$ cat src/rtl/countdown_timer.sv
// One-shot countdown timer with prescaler and a sticky Done flag; spaces SDRAM commands.
// Optional periodic auto-reload mode is enabled by defining COUNTDOWN_AUTORELOAD_EN.
module countdown_timer #(
   parameter int unsigned COUNT    = 1,
   parameter int unsigned PRESCALE = 1,
   localparam int unsigned WIDTH   = (COUNT == 0) ? 1 : $clog2(COUNT + 1)
) (
   input  logic             SDRAM_CONTROLLER_CLK,
   input  logic             Reset,
   input  logic             Start,
   input  logic             Hold,
`ifdef COUNTDOWN_AUTORELOAD_EN
   input  logic             Auto_Reload,
`endif
   output logic             Done,
   output logic             Busy,
   output logic [WIDTH-1:0] Remaining
);

   localparam int unsigned PW = (PRESCALE <= 1) ? 1 : $clog2(PRESCALE);

   typedef enum logic [1:0] {
      IDLE    = 2'd0,
      RUN     = 2'd1,
      EXPIRED = 2'd2
   } state_t;

   state_t           state;
   state_t           state_next;
   logic [PW-1:0]    prescaler;
   logic [PW-1:0]    prescaler_next;
   logic [WIDTH-1:0] remaining_next;
   logic             done_next;
   logic             auto_reload;
   logic             tick;
   logic             last;

`ifdef COUNTDOWN_AUTORELOAD_EN
   assign auto_reload = Auto_Reload;
`else
   assign auto_reload = 1'b0;
`endif

   assign tick = (prescaler == PW'(PRESCALE - 1));
   assign last = (Remaining == WIDTH'(1));

   // State and datapath registers
   always_ff @(posedge SDRAM_CONTROLLER_CLK) begin
      if (Reset) begin
         state     <= IDLE;
         prescaler <= '0;
         Remaining <= '0;
         Done      <= 1'b0;
         Busy      <= 1'b0;
      end else begin
         state     <= state_next;
         prescaler <= prescaler_next;
         Remaining <= remaining_next;
         Done      <= done_next;
         Busy      <= (state_next == RUN);
      end
   end

   // Next state: Start from anywhere, expiry on the final tick of a run
   always_comb begin
      state_next = state;
      if (Start) begin
         state_next = (COUNT == 0) ? EXPIRED : RUN;
      end else if (state == RUN && !Hold && tick && last) begin
         state_next = auto_reload ? RUN : EXPIRED;
      end
   end

   // Datapath next values; Done in RUN is only ever a one-cycle reload pulse
   always_comb begin
      prescaler_next = prescaler;
      remaining_next = Remaining;
      done_next      = Done;
      if (Start) begin
         prescaler_next = '0;
         remaining_next = WIDTH'(COUNT);
         done_next      = (COUNT == 0);
      end else if (state == RUN) begin
         done_next = 1'b0;
         if (!Hold) begin
            if (tick) begin
               prescaler_next = '0;
               if (last) begin
                  done_next      = 1'b1;
                  remaining_next = auto_reload ? WIDTH'(COUNT) : '0;
               end else if (Remaining != '0) begin
                  remaining_next = Remaining - WIDTH'(1);
               end
            end else begin
               prescaler_next = prescaler + PW'(1);
            end
         end
      end
   end

endmodule

$ cat config.mk
export PLATFORM = sky130hd
export DESIGN_NAME = countdown_timer
export DESIGN_NICKNAME = d
export VERILOG_FILES = /design/src/rtl/countdown_timer.sv
export SDC_FILE = /design/constraint.sdc
export NUM_CORES = 1
export LEC_CHECK = 0
export CORE_AREA = 4 4 41 43
export DETAILED_ROUTE_END_ITERATION = 8
export DIE_AREA = 0 0 45 47
export PLACE_DENSITY = 0.41
export SETUP_SLACK_MARGIN = 0.15
export SLEW_MARGIN = 15
export SYNTH_ARGS = -nofsm -noshare
export SYNTH_HDL_FRONTEND = slang
export SYNTH_SLANG_ARGS = --single-unit
$ cat constraint.sdc
create_clock -name SDRAM_CONTROLLER_CLK -period 1.46 [get_ports SDRAM_CONTROLLER_CLK]
set_input_delay 0.219 -clock SDRAM_CONTROLLER_CLK [delete_from_list [all_inputs] [get_ports SDRAM_CONTROLLER_CLK]]
set_output_delay 0.219 -clock SDRAM_CONTROLLER_CLK [all_outputs]
set_load 0.005 [all_outputs]
=== After elaboration in Yosys (flattened, before gate mapping) ===
Index checks and enable logic that the tools add are counted.

* Word-level logic and storage cells: 30
* Memories kept: 0
* Bits in writable memories: 0
* Latch bits: 0
* Bits in read-only memories: 0
* Output and inout bits: 3
* Register bits after elaboration: 6
* Bits of input ports: 4

* Add/sub/neg operators: 1
* $lt $le $gt $ge: 0
* Muxes and demuxes: 10
* Divide/modulo/power cells: 0
* Multipliers: 0
* Shift operators: 0
* Bitwise operators: 2
* Eq/ne operators: 4
* Reductions and logical operators: 8

{| class="wikitable"
|+ Operators by type and width
! cell !! count
|-
| $mux 1 || 8
|-
| $eq 2x1->1 const B || 2
|-
| $mux 2 || 2
|-
| $ne 2x2->1 const B || 2
|-
| $logic_and 1x1->1 || 3
|-
| $reduce_and 3->1 || 1
|-
| $not 1->1 || 2
|-
| $reduce_and 2->1 || 1
|-
| $reduce_bool 2->1 || 1
|-
| $reduce_or 2->1 || 1
|-
| $add 1x1->1 const B || 1
|-
| $logic_not 1->1 || 1
|}

=== Logic depth before layout (Yosys ltp) ===
Gate-level depths: netlist of the first run.

* Depth in word-level cells: 7
* Depth in mapped cells: 3
* Depth with buffers taken out: 3

=== Worst setup path before layout of the first run ===
Ideal clock, no wire load.

* Kind: reg2reg
* From: register state[0]
* To: register Done
* Stages on the path, launching flop included: 4
* Buffers on the path: 0
* Clock period less this slack: 0.838 ns
* Required time: 1.344 ns
* Data arrival time: 0.722 ns
* Path slack: 0.622 ns
* Library setup time: 0.116 ns
* Cell sequence: dfxtp_1 > nor2b_4 > mux2i_1 > nor3_2

* Longest elaborated chain between the ends: 1

{| class="wikitable"
|+ Ends and longest elaborated chain
! element !! line !! text
|-
| start, declared || 28 || <nowiki>state_t state;</nowiki>
|-
| start signal, assigned || 56 || <nowiki>state <= state_next;</nowiki>
|-
| $eq 2x1->1 || 83 || <nowiki>end else if (state == RUN) begin</nowiki>
|-
| end signal, assigned || 59 || <nowiki>Done <= done_next;</nowiki>
|-
| end, declared || 15 || <nowiki>output logic Done,</nowiki>
|}

No other way between the ends.
A chain may end at the register's enable or synchronous reset.

=== Final worst setup path of the first run ===
* From: register Busy
* To: output port Busy

{| class="wikitable"
|+ RTL lines
! element !! line !! text
|-
| start, declared || 16 || <nowiki>output logic Busy,</nowiki>
|-
| start signal, assigned || 60 || <nowiki>Busy <= (state_next == RUN);</nowiki>
|}

No word-level cell between the ends.

==> results of run 1 <==
-- sequential cells by signal (all words and copies together), names as in the netlist --
signal	count
Done	1
Busy	1
Remaining	1
state	2
-- per-layer routing --
metal | track usage, % | routed length (µm) | vias to the layer above
li1 | - | - | 90
met5 | 0 | 0 | -
met4 | 1.75 | 0 | 0
met3 | 5.75 | 62 | 0
met2 | 6.78 | 159 | 11
met1 | 6.16 | 194 | 76
-- power by group through the flow --
stage                     logic (W)  clock network, W  registers [W]
after floorplan           0.0000162                 0       0.000151
after global placement    0.0000398                 0       0.000151
after detailed placement  0.0000401                 0       0.000151
after CTS                 0.0000389          0.000171       0.000149
after global routing      0.0000427          0.000177       0.000150
final                     0.0000385          0.000161       0.000149
-- worst paths after layout --
kind | to | slack [ns] | start | cells past startpoint
hold / removal | state[0] | 0.50 | state[0] | 2
setup reg to reg | Done | 0.54 | state[0] | 3
hold reg to reg | state[0] | 0.50 | state[0] | 2
setup / recovery | Busy | 0.21 | Busy | 1
-- kinds of logic (layout without fill, tap and decap cells) --
logic type,count (synthesis),in the layout,synth area share [%]
and+or+nand+nor,8,8,27.6
AOI/OAI and AO/OA,5,5,14.1
buffers and inverters,1,11,1.92
muxes,1,1,5.13
DFF,5,5,51.3
-- final cells by class --
type	count	area (µm²)
repair buffers	6	61.3
clock buffers	4	26.3
multi-input cells	14	91.3
inverters	1	3.75
fillers	158	998
well taps	15	18.8
flip-flops and latches	5	101
-- tightest hold or removal path, stage by stage, from the launching register on --
cell and delay, ns:
dfxtp_1 0.31, o21ai_0 0.07, a21oi_1 0.06
-- per-stage QoR --
| stage | cell area [µm²] | total power (W) | hold WS (ns) |
|---|---|---|---|
| finish | 303 | 0.000348 | 0.501 |
| global route | 303 | 0.000370 | 0.534 |
| CTS | 300 | 0.000358 | 0.508 |
| detailed placement | 274 | 0.000191 | 0.499 |
| global placement | 274 | 0.000191 | 0.481 |
| floorplan | 195 | 0.000167 | 0.288 |
-- synthesized netlist by cell type --
library cell  instances
nor2_1                3
dfxtp_1               5
a211oi_1              1
nor3_1                1
o21ai_0               1
nand2b_1              1
and2b_1               1
inv_1                 1
nor3_2                1
a21oi_1               3
nor2b_4               1
mux2i_1               1
-- timing repair --
item,4_1_cts,5_1_grt
gates resized for setup,2,1
endpoints found under the setup margin,1,1
pin swaps,0,0
endpoints found under the hold margin,0,0
==> flow_metrics.env, run 1 <==
export IMPL_worstPathCellList="clkdlybuf4s50_1"
export IMPL_grt_pass1_wl_um=765
export IMPL_cp_top_family="buffers and inverters"
export IMPL_p_comb_share_pct=11.1
export IMPL_max_slew_worst_pin_slew_ns=0.238
export IMPL_cp_start_kind="flop"
export IMPL_cp_required_ns=1.24
export IMPL_num_rows=13
export IMPL_clk_pin_slew_ns=0.04
export IMPL_cts_root_buffer="clkbuf_4"
export IMPL_final_cell_mix="dfxtp_1, clkdlybuf4s50_1, a21oi_1, nor2_1, clkbuf_4"
export IMPL_gr_usage_all_layers_pct=5.46
export IMPL_vdd_drop_max_uv=363
export IMPL_slew_violations=0
export IMPL_worstSetupPathType="reg2out"
export IMPL_die_y_um=47
export IMPL_nNetsFinal=35
export IMPL_core_um2=1300
export IMPL_path_max_fanout=1
export IMPL_syn_area_um2=195
export IMPL_die_x_um=45
export IMPL_syn_nets=24
export IMPL_path_buf_inv=1
export IMPL_skew_ns=0.000989
export IMPL_switching_share_pct=22.3
export IMPL_grt_start_max_net_pins=7
export IMPL_timing_final_crit_share_pct=85.3
export IMPL_place_congestion=0.736
export IMPL_finalHoldViolCount=0
export IMPL_fin_util_pct=23.3
export IMPL_p_leak_nw=0.138
export IMPL_dieArea_um2=2120
export IMPL_dp_slack_ns=0.230
export IMPL_holdBufCountCts=0
export IMPL_cts_tree="done"
export IMPL_drt_initial_drc_count=3
export IMPL_diodes=0
export IMPL_final_cells=45
export IMPL_finalSetupViolCount=0
export IMPL_fin_crit_ns=1.25
export IMPL_yosys_area_top_type="dfxtp_1"
export IMPL_worst_slack_ns=0.214
export IMPL_p_int_w=0.000271
export IMPL_synthCells=20
export IMPL_synth_cell_types=12
export IMPL_critPathMaxStageDelay_ns=0.49
export IMPL_p_sw_w=0.0000777
export IMPL_fmax_ghz=0.803
export IMPL_seq_area_frac_synth_pct=51.3
export IMPL_yosysWarningCount=0
export IMPL_boundaryPins=7
export IMPL_dpl_hpwl_um=282
export IMPL_drt_pre_antenna_iters=3
export IMPL_status="finished clean"
export IMPL_portBuffers=6
export IMPL_ant_nets=0
export IMPL_synth_top_area_share_pct=51.3
export IMPL_p_per_area_nw_per_um2=1150
export IMPL_num_vias=177
export IMPL_drcViolationCount=0
export IMPL_area_growth_pct=55.1
export IMPL_grt_pass1_vias=192
export IMPL_viasPerCell=3.93
export IMPL_hold_class="reg2reg"
export IMPL_power_frac_seq_pct=42.8
export IMPL_antenna_found_initial=0
export IMPL_dpl_cell_count=41
export IMPL_post_cts_repair_setup_buffers=0
export IMPL_maxCapViolations=0
export IMPL_slowest_stage="clkdlybuf4s50_1"
export IMPL_htreeDepth=1
export IMPL_initial_core_util_pct=15.0
export IMPL_cp_end_kind="output port"
export IMPL_synth_seq_cells=5
export IMPL_worstPathArrival_ns=1.03
export IMPL_relSlewSlack_pct=84.1
export IMPL_setup_tns_ns=0
export IMPL_syn_area_per_cell_um2=9.76
export IMPL_drive_above_1_share_pct=20.0
export IMPL_p_clk_share_pct=46.2
export IMPL_synth_area_leaders="dfxtp_1, a21oi_1, nor2b_4"
export IMPL_cts_buffers=3
export IMPL_rsz0062_at_grt="false"
export IMPL_overflow=0
export IMPL_clock_sinks=5
export IMPL_routedWlPerCell_um=9.24
export IMPL_insertion_delay_ns=0.24
export IMPL_routed_wl_um=416
export IMPL_ctsLongestPathBuffers=2
No activity file was read; power rests on OpenSTA's default activity.
==> run 2, diff against run 1 <==
--- a/config.mk
+++ b/config.mk
@@ -5,9 +5,11 @@
 export SDC_FILE = /design/constraint.sdc
 export NUM_CORES = 1
 export LEC_CHECK = 0
+export CAP_MARGIN = 5
 export CORE_AREA = 4 4 41 43
 export DETAILED_ROUTE_END_ITERATION = 8
 export DIE_AREA = 0 0 45 47
+export GPL_TIMING_DRIVEN = 0
 export PLACE_DENSITY = 0.41
 export SETUP_SLACK_MARGIN = 0.15
 export SLEW_MARGIN = 15
==> constraint.sdc (replaced) <==
create_clock -name SDRAM_CONTROLLER_CLK -period 1.46 [get_ports SDRAM_CONTROLLER_CLK]
set_input_delay 0.219 -clock SDRAM_CONTROLLER_CLK [delete_from_list [all_inputs] [get_ports SDRAM_CONTROLLER_CLK]]
set_output_delay 0.219 -clock SDRAM_CONTROLLER_CLK [all_outputs]
set_load 0.1 [all_outputs]
==> run 2 against run 1 <==
Net effect: largest cell class unchanged; clock-buffer cell count is the same; critical path type unchanged; critical path depth did not move; global-route usage fell by 0.16 points; clock skew is 0.0031 ns higher; clock power is essentially flat.
==> flow_metrics.env, run 2 (synthesis results as in run 1) <==
export IMPL_cts_tree="done"
export IMPL_path_max_fanout=4
export IMPL_timing_final_crit_share_pct=84.5
export IMPL_routedWlPerCell_um=9.07
export IMPL_worstPathCellList="buf_2"
export IMPL_num_vias=169
export IMPL_overflow=0
export IMPL_fin_util_pct=22.0
export IMPL_regMostFlops="state"
export IMPL_cp_required_ns=1.24
export IMPL_hold_class="reg2reg"
export IMPL_final_cells=45
export IMPL_cts_buffers=3
export IMPL_relSlewSlack_pct=67.7
export IMPL_drcViolationCount=0
export IMPL_r2r_start="state[0]"
export IMPL_maxCapViolations=0
export IMPL_crit_start="Remaining"
export IMPL_path_buf_inv=1
export IMPL_crit_path_end="Remaining"
export IMPL_worstPathArrival_ns=1.01
export IMPL_finalSetupViolCount=0
export IMPL_r2r_cells=3
export IMPL_clk_pin_slew_ns=0.04
export IMPL_initial_core_util_pct=15.0
export IMPL_reg2reg_slack_ns=0.55
export IMPL_grt_pass1_vias=148
export IMPL_ant_nets=0
export IMPL_finalHoldViolCount=0
export IMPL_portBuffers=6
export IMPL_p_per_area_nw_per_um2=1310
export IMPL_fmax_ghz=0.811
export IMPL_p_leak_nw=0.121
export IMPL_place_congestion=0.650
export IMPL_slowest_stage="buf_2"
export IMPL_slew_violations=0
export IMPL_ctsLongestPathBuffers=2
export IMPL_grt_pass1_wl_um=662
export IMPL_holdWs_ns=0.510
export IMPL_critPathMaxStageDelay_ns=0.43
export IMPL_cp_end_kind="output port"
export IMPL_cp_depth=1
export IMPL_drt_initial_drc_count=5
export IMPL_total_power_w=0.000376
export IMPL_drt_pre_antenna_iters=2
export IMPL_fillerInstances=157
export IMPL_fin_crit_ns=1.23
export IMPL_antenna_found_initial=0
export IMPL_largest_reg_flops=2
export IMPL_viasPerCell=3.76
export IMPL_routed_wl_um=408
export IMPL_boundaryPins=7
export IMPL_reg2reg_to="Done"
export IMPL_dpl_hpwl_um=302
export IMPL_nNetsFinal=35
export IMPL_diodes=0
export IMPL_htreeDepth=1
export IMPL_rsz0062_at_grt="false"
export IMPL_vdd_drop_max_uv=318
export IMPL_core_um2=1300
export IMPL_dp_slack_ns=-0.231
export IMPL_cp_start_kind="flop"
export IMPL_area_growth_pct=46.8
export IMPL_drive_above_1_share_pct=30.0
export IMPL_worstSetupPathType="reg2out"
export IMPL_max_slew_worst_pin_slew_ns=0.488
export IMPL_layout_commonest_cell="dfxtp_1"
export IMPL_insertion_delay_ns=0.24
export IMPL_die_x_um=45
export IMPL_cts_root_buffer="clkbuf_4"
export IMPL_cp_top_family="buffers and inverters"
export IMPL_clock_sinks=5
export IMPL_dieArea_um2=2120
export IMPL_num_rows=13
export IMPL_worst_slack_ns=0.227
export IMPL_status="finished clean"
export IMPL_dpl_cell_count=41
export IMPL_gr_usage_all_layers_pct=5.30
export IMPL_die_y_um=47
export IMPL_grt_start_max_net_pins=7
export IMPL_skew_ns=0.00412
run 2: cell types whose count changed in the layout (fill, tap and decap cells not counted):
cell,previous run,this run
buf_2,0,3
dlygate4sd2_1,1,0
dlymetal6s2s_1,1,0
clkdlybuf4s50_1,4,3
run 2: area by class of cell:
class	instances	area, µm²	area share [%]
tap	15	18.8	6.55
clock buffer	4	26.3	9.17
timing repair buffer	6	45.0	15.7
sequential	5	101	35.4
multi-input combinational	14	91.3	31.9
inverter	1	3.75	1.31
run 2: where the power goes:
| group | internal, W | leakage [nW] | total (W) | switching [W] |
|---|---|---|---|---|
| combinational | 0.0000201 | 0.0645 | 0.0000685 | 0.0000484 |
| sequential | 0.000145 | 0.0415 | 0.000149 | 0.00000438 |
| clock | 0.000103 | 0.0150 | 0.000158 | 0.0000550 |
| total | 0.000268 | 0.121 | 0.000376 | 0.000108 |
run 2: how the worst min path moves through the flow:
stage | start | end | slack, ns | depth (start not counted)
after detailed placement | state[0] | state[0] | 0.50 | 2
after CTS | state[0] | state[0] | 0.52 | 2
final | state[0] | state[0] | 0.51 | 2
after global routing | Remaining | Remaining | 0.55 | 2
after global placement | state[0] | state[0] | 0.49 | 2
after floorplan | Reset | Remaining | 0.28 | 1
run 2: repair_timing:
item / in CTS / in global routing
endpoints found under the setup margin: 3 / 1
setup buffers: 0 / 0
gates resized for setup: 14 / 1
hold buffers: 0 / 0
run 2: metal layers:
metal | GRT usage [%] | vias to the layer above | wire [µm]
li1 | - | 88 | -
met1 | 5.47 | 72 | 193
met2 | 5.08 | 9 | 146
met3 | 6.13 | 0 | 68
met4 | 5.26 | 0 | 0
met5 | 0 | - | 0
run 2: metrics by stage:
step / area (µm²) / TNS, ns
2_1_floorplan: 196 / 0
3_3_place_gp: 275 / -0.595
3_5_place_dp: 275 / -0.598
4_1_cts: 292 / 0
5_1_grt: 287 / 0
6_report: 287 / 0
==> run 3, diff against run 2 <==
==> constraint.sdc (replaced) <==
create_clock -name SDRAM_CONTROLLER_CLK -period 1.21 [get_ports SDRAM_CONTROLLER_CLK]
set_input_delay 0.1815 -clock SDRAM_CONTROLLER_CLK [delete_from_list [all_inputs] [get_ports SDRAM_CONTROLLER_CLK]]
set_output_delay 0.1815 -clock SDRAM_CONTROLLER_CLK [all_outputs]
set_load 0.1 [all_outputs]
==> run 3 against run 2 <==
Net effect: first-iteration DRC count shrank 100%; combinational power grew 27%; sequential share of layout area shrank 0.25 points; critical path depth is the same; global-route usage grew 0.083 points; largest power group unchanged; routed wire length shrank 3.4%; clock skew shrank 0.00084 ns.
==> flow_metrics.env, run 3 (synthesis results as in run 1) <==
export IMPL_p_clk_share_pct=41.4
export IMPL_final_cells=45
export IMPL_largest_reg_flops=2
export IMPL_clk_pin_slew_ns=0.04
export IMPL_insertion_delay_ns=0.24
export IMPL_num_rows=13
export IMPL_dieArea_um2=2120
export IMPL_ctsLongestPathBuffers=2
export IMPL_timing_final_crit_share_pct=83.8
export IMPL_cts_root_buffer="clkbuf_4"
export IMPL_routedWlPerCell_um=8.76
export IMPL_viasPerCell=3.89
export IMPL_vdd_drop_max_uv=488
export IMPL_worstPathCellList="buf_4"
export IMPL_overflow=0
export IMPL_die_x_um=45
export IMPL_area_growth_pct=55.1
export IMPL_diodes=0
export IMPL_fin_crit_ns=1.01
export IMPL_nNetsFinal=35
export IMPL_switching_share_pct=28.1
export IMPL_dpl_cell_count=41
export IMPL_initial_core_util_pct=15.0
export IMPL_power_frac_seq_pct=39.5
export IMPL_antenna_found_initial=0
export IMPL_slowest_stage="dfxtp_2"
export IMPL_relSlewSlack_pct=81.5
export IMPL_worstSetupPathType="reg2out"
export IMPL_rsz0062_at_grt="false"
export IMPL_grt_pass1_wl_um=738
export IMPL_htreeDepth=1
export IMPL_grt_start_max_net_pins=7
export IMPL_grt_pass1_vias=178
export IMPL_cp_end_kind="output port"
export IMPL_cp_required_ns=1.03
export IMPL_p_comb_share_pct=19.1
export IMPL_p_leak_nw=0.124
export IMPL_num_vias=175
export IMPL_hold_class="reg2reg"
export IMPL_cp_top_family="flip-flops"
export IMPL_routed_wl_um=394
export IMPL_path_buf_inv=1
export IMPL_critPathMaxStageDelay_ns=0.31
export IMPL_placed_area_um2=280
export IMPL_cts_buffers=3
export IMPL_cp_start_kind="flop"
export IMPL_drt_pre_antenna_iters=1
export IMPL_final_cell_mix="a21oi_1, nor2_1, clkbuf_4, clkdlybuf4s50_1"
export IMPL_place_congestion=0.695
export IMPL_path_max_fanout=2
export IMPL_finalHoldViolCount=0
export IMPL_worst_slack_ns=0.196
export IMPL_core_um2=1300
export IMPL_worstPathArrival_ns=0.83
export IMPL_drcViolationCount=0
export IMPL_portBuffers=6
export IMPL_ant_nets=0
export IMPL_max_slew_worst_pin_slew_ns=0.279
export IMPL_p_sw_w=0.000128
export IMPL_fmax_ghz=0.986
export IMPL_fin_area_um2=303
export IMPL_fin_util_pct=23.3
export IMPL_total_power_w=0.000456
export IMPL_maxCapViolations=0
export IMPL_drive_above_1_share_pct=36.7
export IMPL_status="finished clean"
export IMPL_gr_usage_all_layers_pct=5.38
export IMPL_skew_ns=0.00328
export IMPL_drt_initial_drc_count=0
export IMPL_p_per_area_nw_per_um2=1510
export IMPL_clock_sinks=5
export IMPL_holdBufCountCts=0
export IMPL_cts_tree="done"
export IMPL_finalSetupViolCount=0
export IMPL_boundaryPins=7
export IMPL_dp_slack_ns=-0.435
export IMPL_slew_violations=0
export IMPL_p_int_w=0.000328
export IMPL_die_y_um=47
export IMPL_dpl_hpwl_um=334
export IMPL_regMostFlops="state"
==> run 3: area by class of cell <==
cell class | instances | area [µm²]
repair buffers | 6 | 56.3
multi-input cells | 14 | 91.3
fillers | 152 | 998
inverters | 1 | 3.75
flip-flops and latches | 5 | 106
clock buffers | 4 | 26.3
well taps | 15 | 18.8
==> run 3: what timing repair did <==
item	CTS	global route
buffers inserted	0	0
gates resized for setup	18	1
setup endpoints to repair	3	1
gates cloned	0	0
==> run 3: through the flow <==
step           hold slack (ns)  setup TNS, ns
3_3_place_gp             0.487          -1.22
2_1_floorplan            0.243              0
3_5_place_dp             0.493          -1.26
6_report                 0.494              0
5_1_grt                  0.531              0
4_1_cts                  0.499              0
==> run 3: worst paths after layout <==
path	slack, ns	start	cells past startpoint	end
setup / recovery	0.20	Done	1	Done
hold / removal	0.49	state[0]	2	state[0]
setup reg to reg	0.30	state[0]	3	Done
hold reg to reg	0.49	state[0]	2	state[0]
==> run 3: power groups by stage <==
stage                     Combinational [W]  Sequential [W]  Clock [W]
after floorplan                   0.0000195        0.000222          0
after global placement            0.0000869        0.000182          0
after global routing              0.0000932        0.000181   0.000209
final                             0.0000872        0.000180   0.000189
after CTS                         0.0000868        0.000180   0.000196
after detailed placement          0.0000884        0.000182          0
==> run 3: layer usage <==
layer	track usage (%)	up-vias	share of wire [%]
li1	-	88	-
met1	4.34	80	35
met2	8.76	5	58
met3	2.30	2	4.1
met4	7.02	0	3.3
met5	0	-	0
